`config.mk`:
```
export PLATFORM = sky130hd
export DESIGN_NAME = config_loader
export DESIGN_NICKNAME = d
export VERILOG_FILES = /design/src/rtl/config_loader.sv
export SDC_FILE = /design/constraint.sdc
export NUM_CORES = 1
export LEC_CHECK = 0
export ABC_AREA = 1
export CAP_MARGIN = 30
export CORE_ASPECT_RATIO = 0.6
export CORE_MARGIN = 2
export CORE_UTILIZATION = 59
export DETAILED_ROUTE_END_ITERATION = 10
export PLACE_DENSITY = 0.85
export SLEW_MARGIN = 20
export SYNTH_ARGS = -nofsm -noshare
export SYNTH_HDL_FRONTEND = slang
export SYNTH_SLANG_ARGS = --single-unit
```
`constraint.sdc`:
```
create_clock -name clock -period 8.23 [get_ports clock]
set_input_delay 2.0575 -clock clock [delete_from_list [all_inputs] [get_ports clock]]
set_output_delay 2.0575 -clock clock [all_outputs]
set_load 0.01 [all_outputs]
```
`src/rtl/config_loader.sv`:
```
// rtl/config_loader.sv - word-serial configuration loader with XOR checksum and atomic commit
//
// Assembles NWORDS bitstream words into a shadow register, verifies a trailing
// XOR checksum word, then commits the shadow to config_out in one edge.
//
// Ports:
//   clock         rising-edge clock
//   reset         asynchronous, active-high reset
//   start         one-cycle pulse: begin (or restart) a load
//   in_data       bitstream word
//   in_valid      in_data is valid
//   in_ready      loader accepts a word this cycle
//   config_out    committed configuration word
//   config_valid  config_out holds a checksum-verified configuration
//   busy          a load is in progress
//   done          one-cycle pulse after a successful commit
//   error         sticky: last load failed its checksum
module config_loader #(
    parameter int CONFIG_WIDTH = 65,
    parameter int DATA_WIDTH   = 8
) (
    input  logic                    clock,
    input  logic                    reset,
    input  logic                    start,
    input  logic [DATA_WIDTH-1:0]   in_data,
    input  logic                    in_valid,
    output logic                    in_ready,
    output logic [CONFIG_WIDTH-1:0] config_out,
    output logic                    config_valid,
    output logic                    busy,
    output logic                    done,
    output logic                    error
);

    localparam int NWORDS    = (CONFIG_WIDTH + DATA_WIDTH - 1) / DATA_WIDTH;
    localparam int PAD_WIDTH = NWORDS * DATA_WIDTH;
    localparam int CNT_W     = $clog2(NWORDS + 1);
    localparam logic [CNT_W-1:0] LAST_WORD = CNT_W'(NWORDS - 1);

    typedef enum logic [1:0] {
        S_IDLE,
        S_LOAD,
        S_CHECK
    } state_t;

    state_t                 state;
    logic [CNT_W-1:0]       count;
    // Shadow is padded to a whole number of words; the pad bits of the last
    // word are stored but never reach config_out.
    logic [PAD_WIDTH-1:0]   shadow;
    logic [DATA_WIDTH-1:0]  acc;
    logic                   handshake;

    assign handshake = in_valid & in_ready;

    always_ff @(posedge clock or posedge reset) begin
        if (reset) begin
            state        <= S_IDLE;
            count        <= '0;
            shadow       <= '0;
            acc          <= '0;
            config_out   <= '0;
            config_valid <= 1'b0;
            busy         <= 1'b0;
            done         <= 1'b0;
            error        <= 1'b0;
            in_ready     <= 1'b0;
        end else begin
            done <= 1'b0;
            // start takes priority in every state; a handshake in the same
            // cycle is deliberately dropped so a restart always begins clean.
            if (start) begin
                state    <= S_LOAD;
                count    <= '0;
                shadow   <= '0;
                acc      <= '0;
                error    <= 1'b0;
                in_ready <= 1'b1;
                busy     <= 1'b1;
            end else begin
                case (state)
                    S_IDLE: begin
                        in_ready <= 1'b0;
                        busy     <= 1'b0;
                    end
                    S_LOAD: begin
                        if (handshake) begin
                            for (int k = 0; k < NWORDS; k++) begin
                                if (count == CNT_W'(k)) begin
                                    shadow[k*DATA_WIDTH +: DATA_WIDTH] <= in_data;
                                end
                            end
                            acc <= acc ^ in_data;
                            // Counter stops at the last index instead of wrapping.
                            if (count == LAST_WORD) begin
                                state <= S_CHECK;
                            end else begin
                                count <= count + 1'b1;
                            end
                        end
                    end
                    S_CHECK: begin
                        if (handshake) begin
                            // Full-width compare: pad bits of the last word count.
                            if (in_data == acc) begin
                                config_out   <= shadow[CONFIG_WIDTH-1:0];
                                config_valid <= 1'b1;
                                done         <= 1'b1;
                            end else begin
                                error <= 1'b1;
                            end
                            state    <= S_IDLE;
                            in_ready <= 1'b0;
                            busy     <= 1'b0;
                        end
                    end
                    default: begin
                        state    <= S_IDLE;
                        in_ready <= 1'b0;
                        busy     <= 1'b0;
                    end
                endcase
            end
        end
    end

endmodule

```
# Yosys cells after proc, flatten, opt, wreduce, memory -nomap -nowiden
# Index checks and enable logic that the tools add are counted.
[word_totals]
ff_bits = 148
in_bits = 12
output_inout_bits = 70
wordCells = 103
[classes]
n_addsub = 1
n_eq_ne = 18
muxes = 35
n_bitwise = 3
reduce_logical = 29
[op_table]
columns = ["op", "n"]
rows = [
  ["$mux 65", 3],
  ["$mux 8", 11],
  ["$reduce_and 3->1", 11],
  ["$reduce_bool 2->1", 12],
  ["$eq 4x3->1 const B", 4],
  ["$mux 4", 4],
  ["$mux 1", 11],
  ["$ne 3x3->1 const B", 3],
  ["$eq 4x2->1 const B", 2],
  ["$eq 8x8->1", 1],
  ["$mux 2", 4],
  ["$ne 2x2->1 const B", 4],
  ["$reduce_and 4->1", 2],
  ["$xor 8x8->8", 1],
  ["$pmux 2 s3", 1],
  ["$add 4x1->4 const B", 1],
  ["$eq 4x1->1 const B", 1],
  ["$eq 4x4->1 const B", 1],
  ["$logic_not 4->1", 1],
  ["$reduce_and 2->1", 2],
  ["$eq 2x1->1 const B", 1],
  ["$eq 2x2->1 const B", 1],
  ["$logic_not 2->1", 1],
  ["$pmux 1 s2", 1],
  ["2 further kinds", 2],
]

# Depth between registers and ports, before layout
# Gate-level depths: netlist of run 1.
[logic_depth]
depth_word = 5
mapped_depth = 10
mapped_depth_nobuf = 8

# Worst setup path before layout of run 1
# OpenSTA, ideal clock, no wires.
[synth_timing]
kind = "input-to-reg"
from = "input in_data[6]"
to = "register config_out[23]"
setup_time_ns = 0.117
t_arrival_ns = 2.985
required_ns = 8.113
setup_slack_ns = 5.128
path_stages = 10
path_buffers = 2
path_cell_list = "inv_1 nand2_1 nand2_1 nand2_1 nor2_1 nand3_1 buf_2 buf_6 nand2_1 nand2_1"
[synth_via]
elab_chain_cells = 2
[synth_rtl]
columns = ["element", "line_no", "source"]
rows = [
  ["from (decl)", "25", "input logic [DATA_WIDTH-1:0] in_data,"],
  ["$eq 8x8->1", "105", "if (in_data == acc) begin"],
  ["$reduce_and 4->1 (no line)", "--", ""],
  ["to (signal assigned)", "106", "config_out <= shadow[CONFIG_WIDTH-1:0];"],
  ["to (decl)", "28", "output logic [CONFIG_WIDTH-1:0] config_out,"],
]
# Every way passes these cells.
# A chain may end at the register's enable or synchronous reset.

# Worst setup path in the final report of run 1
[layout_timing]
from = "input in_data[2]"
to = "register config_out[58]"
# Same word-level chain as after synthesis.

==> results of run 1 <==
==> state kept, by name, indices dropped and copies added, names as in the netlist <==
| signal | cells |
|---|---|
| shadow | 65 |
| state | 2 |
| done | 1 |
| config_out | 65 |
| error | 1 |
| busy | 1 |
| acc | 8 |
| config_valid | 1 |
| count | 4 |
==> layout make-up <==
type                       count  share of cell area, %
inverter                      47                   2.41
sequential                   148                   49.1
clock inverter                 4                  0.597
timing repair buffer          88                   11.8
clock buffer                  26                   6.88
multi-input combinational    431                   27.0
tap                          135                   2.24
==> cell usage after synthesis <==
library cell  number
inv_2              8
xnor2_1            1
nand4_1           65
buf_4              3
nor2_1            20
dfrtp_1          148
a21oi_2            7
o21ai_0           28
o21ai_2            1
nand2_2            1
o211ai_1           1
clkbuf_1           9
a21oi_1            5
nor3_2             1
inv_1             39
ha_1               4
nand3_1            8
nor3_4             1
buf_2             26
o21ai_1           42
buf_6              3
o22ai_1            7
nand2_1          239
==> where the power goes <==
group | internal (mW) | switching (mW)
logic | 0.0283 | 0.0745
clock network | 0.459 | 0.274
registers | 0.759 | 0.0193
total | 1.25 | 0.368
==> cell families after synthesis <==
group | Yosys count
AO/OA/AOI/OAI | 91
buffers and inverters | 88
XOR/XNOR | 1
flip-flops | 148
adder cells (fa/ha/maj) | 4
AND/OR/NAND/NOR | 335
==> worst max-delay path: cells and delay by family <==
| family | cells | cell delay (ns) |
|---|---|---|
| xor gates and xnor gates | 1 | 0.25 |
| buffers and inverters | 3 | 1.46 |
| and+or+nand+nor | 5 | 0.91 |
==> routing by layer <==
layer | vias up | wire length [µm] | track usage (%)
li1 | 2325 | - | -
met1 | 2470 | 6510 | 41.4
met2 | 238 | 6700 | 40.5
met3 | 40 | 1320 | 7.51
met4 | 0 | 327 | 11.2
met5 | - | 0 | 0
==> worst max path at each step <==
stage                          start                    endpoint
after floorplan                reset          acc[0]$_DFFE_PP0P_
after global placement    in_data[3]  config_out[64]$_DFFE_PP0P_
after detailed placement  in_data[2]  config_out[58]$_DFFE_PP0P_
after CTS                 in_data[2]  config_out[58]$_DFFE_PP0P_
after global routing      in_data[2]  config_out[58]$_DFFE_PP0P_
final                     in_data[2]  config_out[58]$_DFFE_PP0P_
==> through the flow <==
stage | instances | power, mW | area (µm²) | hold slack [ns]
floorplan | 667 | 0.855 | 6110 | 0.453
global placement | 847 | 0.880 | 6940 | 0.454
detailed placement | 848 | 0.889 | 6960 | 0.458
CTS | 878 | 1.62 | 7530 | 0.474
global route | 879 | 1.67 | 7540 | 0.497
finish | 879 | 1.61 | 7540 | 0.474
==> results.md, run 1 <==
* Slowest stage delay, CP at 0.53 ns
* RSZ-0062 raised after global routing: false
* Relative slew slack at 47.1%
* Place WS at 3.45 ns
* Starting density of the core at 61.4%
* Worst path cell trace: clkdlybuf4s50_1, xnor2_1, nand2_1, nor2_4, buf_4, nand3_2, buf_4, nand2_1, nand2_1
* Biggest area consumer among synthesized cells: dfrtp_1
* Post-synthesis compound-gate area fraction at 8.13%
* NumNets Final at 749
* Core area at roughly 10000 µm²
* Routed via count at around 5000
* Status: finished, final reports clean
* Ant. Diodes at 0
* Gr usage total at between 20% and 30%
* Initial antenna violation count at 0
* Antenna Nets Post-Route at 0
* Fin Clk Skew at 0.00884 ns
* Worst reg2reg path depth at 8
* Hold Path End: config_out[56]$_DFFE_PP0P_
* Fin crit share at a little over half
* Hold path depth at 2
* Post-CTS Setup Inserts at 0
* Fillers at 679
* Most frequent cells in the layout: 239 x nand2_1, 148 x dfrtp_1, 81 x clkdlybuf4s50_1
* Vias per std cell at 5.77
* Worst setup EP type: register
* Sequential fraction of the synthesis area at 60.6%
* Yosys warns at 0
* Hold Fails Final Rpt at 0
* Critical path's slowest cell: buf_4
* Num CTS Buffers at 17
* Worst-Margin Slew at 0.793 ns
* Cts hold-fix bufs at 0
* CTS resizes at 0
* First-pass GRT wire length at 24500 µm
* # rows at 28
* Synth Area in Adders at 0.820%
* Crit Path Class: in -> reg
* Die area at roughly 11000 µm²
* Die height at 82.8 µm
* Area of the multi-input gates at 2030 µm²
* IO Port Bufs at 81
* WL final at 14900 µm
* Vias in the first global route at 4778
* CP Launch Type: input port
* GR Overflow Total at 0
* Xor/xnor share of the synthesized area at 0.143%
* Post-Syn Instances at 667
* Highest clock rate at 0.225 GHz
* Final core occ at 75.8%
* Synthesized area at 6110 µm²
* VDD IR-drop max at ~0.00016 V
* CTS H-tree depth at 4
* Pre-antenna DRT Iters at 5
* Largest net degree at the start of global routing at 68
* Final worst slack at about 3.8 ns
* R2r setup slk at 5.53 ns
* Initial DRC Count at approximately 610
* CTS Sinks at around 150
* Worst-Skew Late Latency at 0.41 ns
* Largest family of logic cells by synthesized area: simple AND/OR/NAND/NOR gates
* I/O pin count at 82
* Top cell type's share of synthesized area at 60.6%
* Dpl hpwl at between 9000 and 10000 µm
* Max FO, Critical Path at 67
* Critical R2R Capture: config_out[58]$_DFFE_PP0P_
* Register bit total from synthesis at approximately 150
* Setup Viol. Count Final at 0
* Worst-case clock buffer depth at 2
* Remaining DRCs at 0
* Max-cap violations at 0
* Arr. time, crit path at approximately 4.8 ns
* Syn Nets at 683
* Multiplexer share of the synthesized area at 0%
* CTS root buf: clkbuf_16
* Pins Over Slew Limit at 0
* Setup TNS at 0 ns
* Leak pwr at 3.72 nW
* Most common cell after layout, fill and taps aside: nand2_1
* Hold wc startpoint: config_out[56]$_DFFE_PP0P_
* Worst min path class: reg -> reg
* CP most frequent cell: nand2_1
* Layout cells sized above 1 at approximately 7.7%
* Area growth from synthesis to layout at 23.5%
* CP Data Required Time at 8.53 ns
* Top post-synthesis cells by area: dfrtp_1 61%, nand2_1 15%, nand4_1 6.7%
* Clock-pin slew on the worst setup and hold paths at around 0.060 ns
* Post-Synth Simple-Gate Area at 23.8%
* Post-synth cell types at 23
* Crit Reg-Reg Startpoint: acc[2]$_DFFE_PP0P_
* CTS tree: done
* FF+latch area at 3700 µm²
* Synth Area per Inst at 9.16 µm²
* Final GP Congestion at 0.831
* Power per Cell Area at 214 nW/µm²
* Post-DR wirelength/cell at 16.9 µm
* Min Tclk post-route at approximately 4.4 ns
* Die width at 135 µm
(Power assumes the default switching activity.)
==> run 2: changes to the inputs <==
--- a/config.mk
+++ b/config.mk
@@ -9,9 +9,9 @@
 export CAP_MARGIN = 30
 export CORE_ASPECT_RATIO = 0.6
 export CORE_MARGIN = 2
-export CORE_UTILIZATION = 59
+export CORE_UTILIZATION = 49
 export DETAILED_ROUTE_END_ITERATION = 10
-export PLACE_DENSITY = 0.85
+export PLACE_DENSITY = 0.75
 export SLEW_MARGIN = 20
 export SYNTH_ARGS = -nofsm -noshare
 export SYNTH_HDL_FRONTEND = slang
==> constraint.sdc (replaced) <==
create_clock -name clock -period 3.6 [get_ports clock]
set_input_delay 0.9 -clock clock [delete_from_list [all_inputs] [get_ports clock]]
set_output_delay 0.9 -clock clock [all_outputs]
set_load 0.01 [all_outputs]
==> run 2 against run 1 <==
Sequential share of layout area down 0.86 points. Clock power rose to 2.6 times the previous value. Utilization down 12 points. Critical endpoint is now config_out[15]$_DFFE_PP0P_. Global-route usage down 5.0 points. Critical path type unchanged. Combinational power up 120%.
==> results.md, run 2 (synthesis results as in run 1) <==
* Status: finished, final reports clean
* Post-CTS Setup Inserts at 0 (unchanged)
* Hold Fails Final Rpt at 0 (unchanged)
* CTS tree: done
* Worst-case clock buffer depth at 2 (unchanged)
* Max FO, Critical Path at 66 (-1.5%)
* CTS Sinks at 148 (unchanged)
* Final GP Congestion at 0.814 (-2.0%)
* Slowest stage delay, CP at 0.54 ns (about the same)
* Crit Path Class: in -> reg
* CP Data Required Time at 3.95 ns (-4.58 ns)
* Fin Clk Skew at 0.00823 ns (-0.000605 ns)
* Core area at 12100 µm² (+22%)
* Dpl hpwl at 9420 µm (+1.2%)
* Arr. time, crit path at 2.76 ns (-1.99 ns)
* DP Area at 7030 µm² (+0.99%)
* Fin crit share at around two thirds
* CP Launch Type: input port
* Most common cell after layout, fill and taps aside: nand2_1
* Die width at 148 µm (+9.4%)
* Post-DR wirelength/cell at 16.0 µm (-5.2%)
* CP most frequent cell: nand2_1
* CTS root buf: clkbuf_16
* Worst reg2reg path depth at 8 (unchanged)
* Cell family with most CP delay: buffers and inverters
* Most frequent cells in the layout: 239 x nand2_1, 148 x dfrtp_1, 81 x clkdlybuf4s50_1
* Cts hold-fix bufs at 0 (unchanged)
* Vias in the first global route at 4821 (+0.90%)
* Vias per std cell at 5.41 (-6.2%)
* Worst min path class: reg -> reg
* Routed via count at 4937 (-2.7%)
* Layout cells sized above 1 at 8.17% (+0.50 points)
* WL final at 14600 µm (-1.6%)
* Buf/Inv on CP at 3 (unchanged)
* Antenna Nets Post-Route at 0 (unchanged)
* # rows at 31 (+11%)
* GR Overflow Total at 0 (unchanged)
* Hold Path End: config_out[52]$_DFFE_PP0P_
* Critical R2R Capture: config_out[15]$_DFFE_PP0P_
* Area growth from synthesis to layout at 25.7%
* Leak pwr at 3.76 nW (+1.2%)
* Initial DRC Count at 402 (-34%)
* Finished Cell Area at 7680 µm² (+1.8%)
* NumNets Final at 750 (+0.13%)
* Hold path depth at 2 (unchanged)
* Die area at 13400 µm² (+20%)
* Gr usage total at 23.2% (-5.0 points)
* Critical path's slowest cell: buf_4
* Pins Over Slew Limit at 0 (unchanged)
* Initial antenna violation count at 0 (unchanged)
* Power per Cell Area at 511 nW/µm² (+140%)
* Worst path cell trace: clkdlybuf4s50_1, inv_1, nand2_1, nand2_1, nand2_1, nor2_4, buf_4, nand4_1, nand2_1
* Worst-Skew Late Latency at 0.42 ns (about the same)
* RSZ-0062 raised after global routing: false
* Clock-pin slew on the worst setup and hold paths at 0.06 ns (about the same)
* Highest clock rate at 0.416 GHz
* Biggest regs: config_out: 65 flops, shadow: 65 flops, acc: 8 flops
* Remaining DRCs at 0 (unchanged)
* IO Port Bufs at 81 (unchanged)
* First-pass GRT wire length at 24400 µm (-0.42%)
* Num CTS Buffers at 17 (unchanged)
* Starting density of the core at 50.5% (-11 points)
* Die height at 90.5 µm (+9.3%)
* R2r setup slk at 1.74 ns (-3.79 ns)
* Worst setup EP type: register
* Largest net degree at the start of global routing at 70 (+2.9%)
* Setup TNS at 0 ns (unchanged)
* Pre-antenna DRT Iters at 5 (unchanged)
* Max-cap violations at 0 (unchanged)
* I/O pin count at 82 (unchanged)
* Relative slew slack at 54.0% (+6.9 points)
* VDD IR-drop max at 0.000369 V (+130%)
* Crit Reg-Reg Startpoint: acc[4]$_DFFE_PP0P_
* Worst-Margin Slew at 0.690 ns (-0.103 ns)
* Min Tclk post-route at 2.41 ns
* Ant. Diodes at 0 (unchanged)
* CTS resizes at 0 (unchanged)
* Hold wc startpoint: config_out[52]$_DFFE_PP0P_
* Setup Viol. Count Final at 0 (unchanged)
* CTS H-tree depth at 4 (unchanged)
-- run 2: cell types whose count changed in the layout (fill, tap and decap cells not counted) --
cell / change
clkbuf_1: -1
buf_16: -1
bufinv_16: +3
buf_12: +3
clkinvlp_4: +1
buf_8: -1
clkbuf_8: -1
-- run 2: where the power goes --
| part | switching, mW | internal [mW] | total (mW) |
|---|---|---|---|
| logic | 0.166 | 0.0646 | 0.230 |
| registers | 0.0433 | 1.73 | 1.78 |
| clock network | 0.666 | 1.25 | 1.92 |
-- run 2: per-layer routing --
layer	up-vias	GRT usage (%)	part of all wire [%]
li1	2332	-	-
met1	2395	34.2	47
met2	190	34.2	45
met3	20	5.40	6.6
met4	0	7.54	1.5
met5	-	0	0
-- run 2: tightest hold or removal path, stage by stage, from the launching register on --
cell,delay (ns)
dfrtp_1,0.34
nand2_1,0.05
nand2_1,0.05
-- run 2: area by class of cell --
class	count	area [µm²]
Tap cell	165	206
Timing Repair Buffer	89	908
Multi-Input combinational cell	431	2030
Clock buffer	24	502
Clock inverter	8	144
Fill cell	950	4420
Inverter	47	180
Sequential cell	148	3700
-- run 2: worst max-delay path by stage --
stage / startpoint / end / slack [ns] / cells after the start
after global placement: in_data[4] / config_out[3]$_DFFE_PP0P_ / 0.89 / 8
after global routing: in_data[2] / config_out[15]$_DFFE_PP0P_ / 1.05 / 7
after detailed placement: in_data[3] / config_out[15]$_DFFE_PP0P_ / 0.81 / 9
after CTS: in_valid / shadow[2]$_DFFE_PP0P_ / 1.21 / 6
final: in_data[3] / config_out[15]$_DFFE_PP0P_ / 1.19 / 9
after floorplan: reset / acc[0]$_DFFE_PP0P_ / 0.84 / 1
-- run 2: stage by stage --
step                      hold slack, ns  utilization, %  setup slack, ns  instances  power (mW)
after floorplan                    0.453               -            0.839        667        1.96
after global placement             0.450            58.1            0.895        880        2.02
after detailed placement           0.461            58.1            0.808        880        2.03
after CTS                          0.475            63.4             1.21        912        3.94
after global routing               0.500            63.4             1.05        912        4.05
final                              0.472            63.4             1.19        912        3.93
==> run 3: changes to the inputs <==
==> constraint.sdc (replaced) <==
create_clock -name clock -period 2.2 [get_ports clock]
set_input_delay 0.55 -clock clock [delete_from_list [all_inputs] [get_ports clock]]
set_output_delay 0.55 -clock clock [all_outputs]
set_load 0.01 [all_outputs]
==> run 3 against run 2 <==
Clock power is 62% higher. Non-clock buffer count is 7 higher. Setup slack worse by 0.94 ns. Critical endpoint is now in_ready. Worst hold slack worse by 0.010 ns. Global-route usage is 0.51 points higher. Utilization is 0.80 points higher. Highest routed layer unchanged. Combinational power is 70% higher. Clock-buffer cell count is 6 lower.
==> results.md, run 3 (synthesis results as in run 1) <==
* Status: finished, final reports clean
* Tot Pwr at 6.42 mW (+64%)
* Leak pwr at 3.79 nW (+0.80%)
* Antenna Nets Post-Route at 0 (unchanged)
* Setup Viol. Count Final at 0 (unchanged)
* CTS Sinks at 148 (unchanged)
* Biggest regs: config_out: 65 flops, shadow: 65 flops, acc: 8 flops
* Placed Instances at 887 (+0.80%)
* Final worst slack at 0.252 ns (-0.941 ns)
* Fin Clk Skew at 0.00483 ns (-0.00340 ns)
* Highest clock rate at 0.513 GHz
* Setup TNS at 0 ns (unchanged)
* CP Launch Type: register
* Layout cells sized above 1 at 9.28% (+1.1 points)
* Die area at 13400 µm² (unchanged)
* Cell family with most CP delay: buffers and inverters
* Fin crit share at 88.5%
* Place WS at -0.0964 ns (-0.905 ns)
* Critical path's slowest cell: clkdlybuf4s50_1
* # rows at 31 (unchanged)
* Hold Fails Final Rpt at 0 (unchanged)
* Relative slew slack at 52.1% (-1.9 points)
* Max-cap violations at 0 (unchanged)
* Pins Over Slew Limit at 0 (unchanged)
* RSZ-0062 raised after global routing: false
* Num CTS Buffers at 17 (unchanged)
* GR Overflow Total at 0 (unchanged)
* Die width at 148 µm (unchanged)
* Vias in the first global route at 4888 (+1.4%)
* Initial DRC Count at 443 (+10%)
* Hold wc startpoint: config_valid$_DFFE_PP0P_
* Arr. time, crit path at 1.40 ns (-1.36 ns)
* Routed via count at 4949 (+0.24%)
* Cts hold-fix bufs at 0 (unchanged)
* VDD IR-drop max at 0.000589 V (+60%)
* Worst path cell trace: clkdlybuf4s50_1
* Most Used Layer, Global Route: met2
* Hold Slack at 0.462 ns (-0.0101 ns)
* I/O pin count at 82 (unchanged)
* Slowest stage delay, CP at 0.56 ns (+0.02 ns)
* NumNets Final at 757 (+0.93%)
* CTS tree: done
* Largest net degree at the start of global routing at 102 (+46%)
* Final core occ at 64.2% (+0.80 points)
* Vias per std cell at 5.39 (-0.52%)
* Crit Reg-Reg Startpoint: count[0]$_DFFE_PP0P_
* Worst-Skew Late Latency at 0.42 ns (about the same)
* Ant. Diodes at 0 (unchanged)
* Post-DR wirelength/cell at 16.1 µm (+0.51%)
* Met3 GRT Util at 5.15% (-0.25 points)
* CTS H-tree depth at 4 (unchanged)
* Pre-antenna DRT Iters at 5 (unchanged)
* Finished Cell Area at 7770 µm² (+1.3%)
* Post-CTS Setup Inserts at 0 (unchanged)
* Max FO, Critical Path at 5 (-92%)
* WL final at 14800 µm (+1.3%)
* Area growth from synthesis to layout at 27.3%
* Worst min path class: reg -> reg
* CP Launch Point: busy$_DFFE_PP0P_
* Die height at 90.5 µm (unchanged)
* Min Tclk post-route at approximately 2 ns
* Power per Cell Area at 826 nW/µm² (+61%)
* Most common cell after layout, fill and taps aside: nand2_1
* Initial antenna violation count at 0 (unchanged)
* Met1 usage at 34.6% (+0.39 points)
* Core area at 12100 µm² (unchanged)
* Most frequent cells in the layout: 239 x nand2_1, 148 x dfrtp_1, 81 x clkdlybuf4s50_1
* Final Non-Filler Cells at 919 (+0.77%)
* IO Port Bufs at 81 (unchanged)
* CTS resizes at 0 (unchanged)
* Gr usage total at 23.7% (+0.51 points)
* Buf/Inv on CP at 1 (-2)
* Final GP Congestion at 0.810 (-0.54%)
* Clock-pin slew on the worst setup and hold paths at 0.06 ns (about the same)
* Dpl hpwl at 9640 µm (+2.4%)
* Crit Path Class: reg -> out
* First-pass GRT wire length at 25000 µm (+2.7%)
* Remaining DRCs at 0 (unchanged)
* Worst-case clock buffer depth at 2 (unchanged)
* CTS root buf: clkbuf_16
* Starting density of the core at 50.5% (unchanged)
* Global Route met2 Usage at 35.5% (+1.3 points)
* Worst setup EP type: output port
* CP Data Required Time at 1.65 ns (-2.30 ns)
* Worst-Margin Slew at 0.718 ns (+0.0282 ns)
* DP Area at 7130 µm² (+1.5%)
run 3: cell types whose count changed in the layout (fill, tap and decap cells not counted), sizes merged:
cell / before / now
buf: 8 / 15
clkbuf: 24 / 18
clkinv: 3 / 4
clkinvlp: 1 / 4
inv: 47 / 49
run 3: power breakdown:
group | switching, mW | total [mW] | internal (mW) | leakage (nW)
combinational | 0.273 | 0.392 | 0.119 | 1.51
clock | 1.17 | 3.11 | 1.94 | 0.304
sequential | 0.0773 | 2.91 | 2.84 | 1.98
total | 1.52 | 6.42 | 4.90 | 3.79
run 3: final timing paths:
check	end	slack, ns	cells after the start
hold reg to reg	config_valid$_DFFE_PP0P_	0.46	2
max in group asynchronous	config_out[26]$_DFFE_PP0P_	1.10	3
hold / removal	config_valid$_DFFE_PP0P_	0.46	2
min in group asynchronous	shadow[59]$_DFFE_PP0P_	0.64	3
setup reg to reg	shadow[2]$_DFFE_PP0P_	0.37	6
setup / recovery	in_ready	0.25	1
run 3: area by class of cell:
cell class / instances / area (µm²)
clock buffers: 18 / 439
clock inverters: 14 / 200
fillers: 942 / 4330
inverters: 47 / 180
multi-input cells: 431 / 2030
flip-flops and latches: 148 / 3700
well taps: 165 / 206
repair buffers: 96 / 1010
run 3: routing by layer:
layer	vias up	part of all wire, %
li1	2353	-
met3	18	5.5
met5	-	0
met1	2424	47
met4	0	1.2
met2	154	46
==> RTL change, RTL diff (settings of run 2) <==
Change the parameter `DATA_WIDTH` from 8 to 16.
--- a/src/rtl/config_loader.sv
+++ b/src/rtl/config_loader.sv
@@ -18,5 +18,5 @@
 module config_loader #(
     parameter int CONFIG_WIDTH = 65,
-    parameter int DATA_WIDTH   = 8
+    parameter int DATA_WIDTH   = 16
 ) (
     input  logic                    clock,
Ports: changed (resized in_data); port bits go from 82 to 90. The function was not compared with the original's and may differ.
==> RTL change against run 2 <==
  * Non-clock buffer count is 12 higher
  * Cell area up 7.8%
  * Worst setup slack worse by 0.020 ns
  * Wire length is 12% higher
  * Sequential power grew 6%
  * Synthesized area up 8.1%
  * Power up 6.2%
  * Sequential cell count is 7 higher
  * First-iteration DRC count increased by 10%
  * Maximum frequency down 0.83%
  * Critical path type unchanged
  * Largest cell class unchanged
  * Highest routed layer unchanged
==> RTL change: results (changes against run 2) <==
| Metric | Value |
|---|---|
| Outcome | `finished, final reports clean` |
| Worst-Margin Slew | `0.851 ns (+0.161 ns)` |
| Global-route wire length before repair | `27.1 mm (+11%)` |
| Routed len/inst | `15.5 um (-3.2%)` |
| Global-route track usage on met3 | `4.43% (-0.98 points)` |
| Via count | `5505 (+12%)` |
| Met2 usage | `36.1% (+1.9 points)` |
| Routability-driven placement congestion ratio | `0.874 (+7.4%)` |
| Seq/Total Area, Yosys | `58.7% (-1.9 points)` |
| Hold Path Origin | `config_valid` |
| GRT Total Usage | `24.6% (+1.4 points)` |
| Commonest cells in the netlist | `nand2_1 (357), dfrtp_1 (155), nand3_1 (85), inv_1 (54), o21ai_0 (33)` |
| Int Pwr | `0.00317 W (+3.8%)` |
| Critical Path Source | `in_data[15]` |
| Clock skew | `0.00781 ns (-0.000420 ns)` |
| First DRT Iteration DRCs | `442 (+10%)` |
| IO buf count | `89 (+9.9%)` |
| Mapped Nets | `813 (+19%)` |
| Final HPWL DP | `10.6 mm (+12%)` |
| Vias in the first global route | `5166 (+7.2%)` |
| Leakage | `4.31 nW (+14%)` |
| Synth top area cells | `dfrtp_1 (59%), nand2_1 (20%), nand3_1 (6.4%), inv_1 (3.1%), o21ai_0 (2.5%)` |
| Fraction of layout cells with a size suffix above 1 | `5.54% (-2.6 points)` |
| Fin crit period | `2.43 ns (+0.0200 ns)` |
| Peak supply drop | `373 uV (+1.2%)` |
| Layout Nets | `897 (+20%)` |
| Top Registers | `config_out: 65 flops, shadow: 65 flops, acc: 16 flops` |
| #FFs+latches synth | `155 (+4.7%)` |
## RTL change: changes by cell type after synthesis, sizes merged, moves of 7 or more
cell / before / now
nand3: 8 / 85
o21ai: 71 / 33
buf: 32 / 22
nand2: 240 / 359
inv: 47 / 54
o22ai: 7 / 17
nor2: 20 / 33
nand4: 65 / 0
dfrtp: 148 / 155
a21oi: 12 / 1
## RTL change: final cells by class
class                           count  area, um^2
Tap cell                          170         213
Clock buffer                       21         440
Multi-Input combinational cell    540        2330
Clock inverter                     11         191
Inverter                           57         218
Fill cell                        1038        4740
Timing Repair Buffer              101        1010
Sequential cell                   155        3880
## RTL change: power groups by stage
stage | sequential (W) | combinational (W) | clock, W
6_report | 0.00189 | 0.000333 | 0.00195
5_1_grt | 0.00190 | 0.000381 | 0.00203
4_1_cts | 0.00189 | 0.000333 | 0.00196
3_5_place_dp | 0.00192 | 0.000330 | 0
3_3_place_gp | 0.00191 | 0.000321 | 0
2_1_floorplan | 0.00190 | 0.000227 | 0
## RTL change: kinds of logic (layout without fill, tap and decap cells)
family          Yosys count  count (layout)  share of synthesized area, %
compound gates           55              55                          4.77
fa+ha+maj                 5               5                         0.947
buf+inv                  93             190                          6.20
flops                   155             155                          58.7
simple gates            480             480                          29.3
## RTL change: layer usage
| layer | vias to the layer above | wire length (um) |
|---|---|---|
| met5 | - | 0 |
| met4 | 0 | 143 |
| met3 | 14 | 1060 |
| met2 | 201 | 7010 |
| met1 | 2644 | 8150 |
| li1 | 2646 | - |
## RTL change: final timing paths
check | depth (start not counted) | end
worst max-delay path | 11 | config_out[25]
worst min-delay path | 2 | config_valid
worst max register to register | 10 | config_out[25]
worst min register to register | 2 | config_valid
max in group asynchronous | 3 | state[0]
min in group asynchronous | 3 | config_valid
## RTL change: worst max-delay path, stage by stage
cell and delay, ns:
clkdlybuf4s50_1 0.47, inv_1 0.13, nand2_1 0.06, nand2_1 0.09, nand2_1 0.06, nor2_1 0.10, nand2_1 0.11, nor2_4 0.34
buf_4 0.28, nand3_1 0.12, nand2_1 0.11
## RTL change: metrics by stage
step | instance area (um^2) | setup WS, ns | total power [W] | cells
global placement | 7640 | 0.828 | 0.00224 | 1023
CTS | 8280 | 1.20 | 0.00418 | 1055
detailed placement | 7640 | 0.821 | 0.00225 | 1023
floorplan | 6610 | 0.741 | 0.00213 | 788
finish | 8280 | 1.17 | 0.00417 | 1055
global route | 8280 | 1.04 | 0.00431 | 1055
